File: src/rtl/display_bcd_converter_if.sv
// Request/result bundle between the output port and the BCD converter.
// The master drives load requests; the slave returns the displayed digits.
interface display_bcd_converter_if;
   logic        wr;
   logic [31:0] data;
   logic        busy;
   logic        done;
   logic        ovf;
   logic [31:0] bcd;
   logic [7:0]  lzmask;

   modport master (
      output wr,
      output data,
      input  busy,
      input  done,
      input  ovf,
      input  bcd,
      input  lzmask
   );

   modport slave (
      input  wr,
      input  data,
      output busy,
      output done,
      output ovf,
      output bcd,
      output lzmask
   );
endinterface

File: src/rtl/display_bcd_converter.sv
// Sequential shift-and-add-3 binary to 8-digit BCD converter for HEX displays.
// Results are published only on the DONE transition, so displays never flicker.
module display_bcd_converter (
   input  logic                    clock,
   input  logic                    resetn,
   display_bcd_converter_if.slave  bus
);

   typedef enum logic [1:0] {
      IDLE,
      SHIFT,
      DONE
   } state_t;

   localparam logic [31:0] MAX_VAL  = 32'd99_999_999;
   localparam logic [4:0]  N_ITER   = 5'd27;
   localparam logic [31:0] OVF_BCD  = 32'hEEEE_EEEE;
   localparam logic [7:0]  LZ_RESET = 8'hFE;

   state_t      state_q, state_d;
   logic [26:0] bin_q, bin_d;
   logic [31:0] scr_q, scr_d;
   logic [4:0]  cnt_q, cnt_d;
   logic        ovp_q, ovp_d;
   logic [31:0] bcd_q, bcd_d;
   logic [7:0]  lz_q, lz_d;
   logic        ovf_q, ovf_d;
   logic        done_q, done_d;
   logic        busy_q, busy_d;

   logic [31:0] adj;
   logic [7:0]  lz_calc;

   // Per-digit +3 correction ahead of the shift; no carry between digits.
   always_comb begin
      adj = scr_q;
      for (int i = 0; i < 8; i++) begin
         if (scr_q[4*i +: 4] >= 4'd5) begin
            adj[4*i +: 4] = scr_q[4*i +: 4] + 4'd3;
         end
      end
   end

   always_comb begin
      logic zero_run;
      lz_calc  = 8'h00;
      zero_run = 1'b1;
      for (int i = 7; i >= 1; i--) begin
         zero_run   = zero_run && (scr_q[4*i +: 4] == 4'd0);
         lz_calc[i] = zero_run;
      end
   end

   always_comb begin
      state_d = state_q;
      bin_d   = bin_q;
      scr_d   = scr_q;
      cnt_d   = cnt_q;
      ovp_d   = ovp_q;
      bcd_d   = bcd_q;
      lz_d    = lz_q;
      ovf_d   = ovf_q;
      done_d  = 1'b0;

      unique case (state_q)
         IDLE: begin
            if (bus.wr) begin
               if (bus.data > MAX_VAL) begin
                  ovp_d   = 1'b1;
                  state_d = DONE;
               end else begin
                  ovp_d   = 1'b0;
                  bin_d   = bus.data[26:0];
                  scr_d   = 32'h0;
                  cnt_d   = N_ITER;
                  state_d = SHIFT;
               end
            end
         end
         SHIFT: begin
            scr_d = {adj[30:0], bin_q[26]};
            bin_d = {bin_q[25:0], 1'b0};
            cnt_d = cnt_q - 5'd1;
            if (cnt_q == 5'd1) begin
               state_d = DONE;
            end
         end
         DONE: begin
            done_d  = 1'b1;
            state_d = IDLE;
            if (ovp_q) begin
               bcd_d = OVF_BCD;
               lz_d  = 8'h00;
               ovf_d = 1'b1;
            end else begin
               bcd_d = scr_q;
               lz_d  = lz_calc;
               ovf_d = 1'b0;
            end
         end
         default: begin
            state_d = IDLE;
         end
      endcase

      busy_d = (state_d != IDLE);
   end

   always_ff @(posedge clock or negedge resetn) begin
      if (!resetn) begin
         state_q <= IDLE;
         bin_q   <= 27'h0;
         scr_q   <= 32'h0;
         cnt_q   <= 5'd0;
         ovp_q   <= 1'b0;
         bcd_q   <= 32'h0;
         lz_q    <= LZ_RESET;
         ovf_q   <= 1'b0;
         done_q  <= 1'b0;
         busy_q  <= 1'b0;
      end else begin
         state_q <= state_d;
         bin_q   <= bin_d;
         scr_q   <= scr_d;
         cnt_q   <= cnt_d;
         ovp_q   <= ovp_d;
         bcd_q   <= bcd_d;
         lz_q    <= lz_d;
         ovf_q   <= ovf_d;
         done_q  <= done_d;
         busy_q  <= busy_d;
      end
   end

   assign bus.busy   = busy_q;
   assign bus.done   = done_q;
   assign bus.ovf    = ovf_q;
   assign bus.bcd    = bcd_q;
   assign bus.lzmask = lz_q;

   a_busy_done_excl: assert property (
      @(posedge clock) disable iff (!resetn) !(busy_q && done_q)
   );

endmodule

File: src/flat_wrapper.sv
// flat-port wrapper written by rule: the top's interface ports become plain ports
module display_bcd_converter_flat 
  (clock, resetn, bus_wr, bus_data, bus_busy, bus_done, bus_ovf, bus_bcd, bus_lzmask);
  display_bcd_converter_if bus_i ();
  input  logic clock;
  input  logic resetn;
  input wire logic [$bits(bus_i.wr)-1:0] bus_wr;
  input wire logic [$bits(bus_i.data)-1:0] bus_data;
  output wire logic [$bits(bus_i.busy)-1:0] bus_busy;
  output wire logic [$bits(bus_i.done)-1:0] bus_done;
  output wire logic [$bits(bus_i.ovf)-1:0] bus_ovf;
  output wire logic [$bits(bus_i.bcd)-1:0] bus_bcd;
  output wire logic [$bits(bus_i.lzmask)-1:0] bus_lzmask;
  assign bus_i.wr = bus_wr;
  assign bus_i.data = bus_data;
  assign bus_busy = bus_i.busy;
  assign bus_done = bus_i.done;
  assign bus_ovf = bus_i.ovf;
  assign bus_bcd = bus_i.bcd;
  assign bus_lzmask = bus_i.lzmask;
  display_bcd_converter u_core (.clock(clock), .resetn(resetn), .bus(bus_i));
endmodule
File: config.mk
export PLATFORM = sky130hd
export DESIGN_NAME = display_bcd_converter_flat
export DESIGN_NICKNAME = d
export VERILOG_FILES = /design/src/rtl/display_bcd_converter_if.sv /design/src/rtl/display_bcd_converter.sv /design/src/flat_wrapper.sv
export SDC_FILE = /design/constraint.sdc
export NUM_CORES = 1
export LEC_CHECK = 0
export BUFFER_PORTS_ARGS = -buffer_cell sky130_fd_sc_hd__buf_2
export CORE_ASPECT_RATIO = 1.4
export CORE_UTILIZATION = 50
export DETAILED_ROUTE_END_ITERATION = 6
export GPL_TIMING_DRIVEN = 0
export PLACE_DENSITY_LB_ADDON = 0.3
export SETUP_SLACK_MARGIN = 0.15
export SYNTH_ARGS = -nofsm -noshare
export SYNTH_HDL_FRONTEND = slang
export SYNTH_SLANG_ARGS = --single-unit
File: constraint.sdc
create_clock -name clock -period 2.5 [get_ports clock]
set_input_delay 0.5 -clock clock [delete_from_list [all_inputs] [get_ports clock]]
set_output_delay 0.5 -clock clock [all_outputs]
set_load 0.02 [all_outputs]
==> impl_metrics.json <==
{
  "outcome": "completed",
  "worst_setup_path_start_kind": "flip-flop",
  "ir_drop_uv": 414.6,
  "fin_hold_ws_ns": 0.2456,
  "ys_async_sr_fraction_pct": 100.0,
  "rows": 44,
  "crit_path_max_fanout": 3,
  "grt_pass1_wl_um": 20850,
  "clk_latency_ns": 0.35,
  "p_per_area_nw_per_um2": 944.8,
  "ios": 78,
  "die-width_um": 89.20,
  "grt_overflow": 0,
  "clk_pin_slew_ns": 0.06,
  "placed_area_um2": 5906,
  "synth_area_leaders": "dfrtp_1, ha_1, o21ai_0",
  "crit_chain": "inv_2, ha_4, nor4b_4, nand4_1, or4b_4, or4b_4, o21ai_2",
  "cts_tree": "done",
  "final_cells": 789,
  "final_cell_mix": "dfrtp_1, buf_2, nand2_1, o21ai_0, nor2_1",
  "portBuffers": 76,
  "vias_per_cell": 5.670,
  "met2_usage_pct": 42.94,
  "drv_slew": 0,
  "yosysTopAreaCellShare_pct": 47.95,
  "core_um2": 10350,
  "postSynthCellCount": 546,
  "die-area_um2": 11070,
  "final-setup-viol-count": 0,
  "antenna_found_initial": 0,
  "cts_sinks": 109,
  "crit_family": "simple AND/OR/NAND/NOR gates",
  "start_util_pct": 51.43,
  "hold_class": "in2async",
  "drc": 0,
  "cp_num_buf_inv": 1,
  "p_int_mw": 3.896,
  "layout_min_cycle_time_ns": 2.338,
  "crit_required_ns": 2.78,
  "crit_top_cell": "or4b_4",
  "htree_levels": 3,
  "mostFrequentLayoutCell": "dfrtp_1",
  "drt.antenna.violating_nets": 0,
  "yosys.cell_types.count": 51,
  "die_h_um": 124.1,
  "placedCellCount": 761,
  "cts_buffers": 9,
  "grt_util_met1_pct": 30.49,
  "dp_hpwl_um": 9377,
  "synth_area_um2": 5323,
  "syn2layout_area_growth_pct": 19.02,
  "dp_slack_ns": -0.3567,
  "cts_buffer_depth": 2,
  "post-route-period-util_pct": 93.53,
  "tightest_slew_ns": 0.8178,
  "fin_skew_ns": 0.004007,
  "diodes": 0,
  "cellLeakagePower_nw": 2.977,
  "gr-usage-met3_pct": 3.910,
  "p_seq_share_pct": 43.9,
  "critPathKind": "reg2reg",
  "synth_seq_cells": 109,
  "slowest_stage": "or4b_4",
  "nets": 706,
  "drive_gt1_share_pct": 22.27,
  "grt_use_total_pct": 25.11,
  "p_clk_share_pct": 23.2,
  "grt_pass1_vias": 4313,
  "worstSetupEndpointType": "flip-flop",
  "grt_setup_unrepaired": "yes",
  "cap_violations": 0,
  "postLayoutCellArea_um2": 6335,
  "timing.fmax_ghz": 0.4277,
  "wirelength_um": 12940,
  "critical_path_arrival_ns": 2.62,
  "ys_seq_area_share_pct": 51.41,
  "yosys.area.top_type": "dfrtp_1",
  "grt_start_max_net_pins": 64,
  "yosysWarnings": 0,
  "cp_slowest_stage_delay_ns": 0.54,
  "setup_ws_ns": 0.1618,
  "gp_congestion": 0.8262,
  "switchingPower_mw": 2.089,
  "via_count": 4474,
  "drt-initial-drc-count": 287,
  "cts_root_buf": "clkbuf_16",
  "top_usage_layer": "met2",
  "ys.flop_type": "dfrtp_1",
  "swShare_pct": 34.90,
  "hold_viol_final": 0,
  "slew_headroom_pct": 45.48,
  "wl_per_cell_um": 16.40,
  "synth_edf_count": 0,
  "synth_nets": 606,
  "p_comb_share_pct": 32.9,
  "firstDrtPassIters": 5,
  "postSynthAreaPerCell_um2": 9.748
}
## area by class of cell
| cell class | count | area [µm²] |
|---|---|---|
| Fill cell | 918 | 4015 |
| Sequential cell | 109 | 2736 |
| Multi-Input combinational cell | 364 | 2338 |
| Timing Repair Buffer | 89 | 500.5 |
| Clock buffer | 16 | 291.5 |
| Tap cell | 138 | 172.7 |
| Inverter | 42 | 157.7 |
| Buffer | 31 | 137.6 |
## worst register-to-register path, delay by kind of cell, from the launching register on
kind | cells | cell delay (ns)
simple gates | 4 | 1.53
flops | 1 | 0.39
compound gates | 1 | 0.15
fa+ha+maj | 1 | 0.13
buf+inv | 1 | 0.09
## timing repair
action,CTS,global route
buffers inserted,8,4
setup endpoints to repair,24,69
pin swaps,5,5
hold buffers,0,0
resized for setup,9,14
## power groups by stage
stage               Sequential (mW)  Combinational, mW  Clock, mW
CTS                            2.62               1.95       1.41
global route                   2.69               2.22       1.47
detailed placement             2.65               1.85          0
global placement               2.62               1.75          0
finish                         2.63               1.97       1.39
floorplan                      2.72               1.20          0
## sequential cells by signal, indices dropped and copies added (netlist names), 2 cells and up
| signal | cells |
|---|---|
| u_core.bus.bcd | 32 |
| u_core.bus.lzmask | 7 |
| u_core.cnt_q | 5 |
| u_core.bin_q | 27 |
| u_core.scr_q | 32 |
| u_core.state_q | 2 |
## cells in the mapped netlist (all sizes together) (11+ instances only)
| cell | instances |
|---|---|
| a21oi | 21 |
| a22o | 17 |
| clkbuf | 26 |
| dfrtp | 102 |
| ha | 25 |
| inv | 42 |
| nand2 | 72 |
| nand2b | 12 |
| nor2 | 52 |
| o21ai | 60 |
| o22ai | 15 |
| o31ai | 11 |
## routing by layer
layer  vias to the layer above  part of all wire, %
met5                         -                    0
met4                         0                  2.4
met3                        23                  4.4
met2                       142                   53
met1                      2190                   41
li1                       2119                    -
## worst paths after layout
path	startpoint	end	slack, ns	cells past startpoint
max	u_core.scr_q[28]	u_core.bus.lzmask[3]	0.16	7
min in group clock	bus_data[0]	u_core.bin_q[0]	0.38	2
max in group asynchronous	resetn	u_core.bin_q[15]	1.54	2
max reg2reg	u_core.scr_q[28]	u_core.bus.lzmask[3]	0.16	7
min	resetn	u_core.bus.bcd[25]	0.25	1
min reg2reg	u_core.bus.lzmask[7]	u_core.bus.lzmask[7]	0.46	2
## stage by stage
| step | power (mW) | utilization, % | setup TNS [ns] |
|---|---|---|---|
| 2_1_floorplan | 3.917 | - | 0 |
| 3_3_place_gp | 4.369 | 56.77 | -33.96 |
| 3_5_place_dp | 4.503 | 57.06 | -10.63 |
| 4_1_cts | 5.974 | 60.67 | 0 |
| 5_1_grt | 6.384 | 61.21 | 0 |
| 6_report | 5.985 | 61.21 | 0 |
## logic make-up after synthesis
| logic type | share of synthesized area, % |
|---|---|
| buffers and inverters | 5.407 |
| and+or+nand+nor | 14.03 |
| xor gates and xnor gates | 1.481 |
| adders and majority gates | 5.877 |
| AOI/OAI and AO/OA | 21.72 |
| DFF | 51.41 |
| other | 0.07045 |
Power figures use the tool's default switching activity.
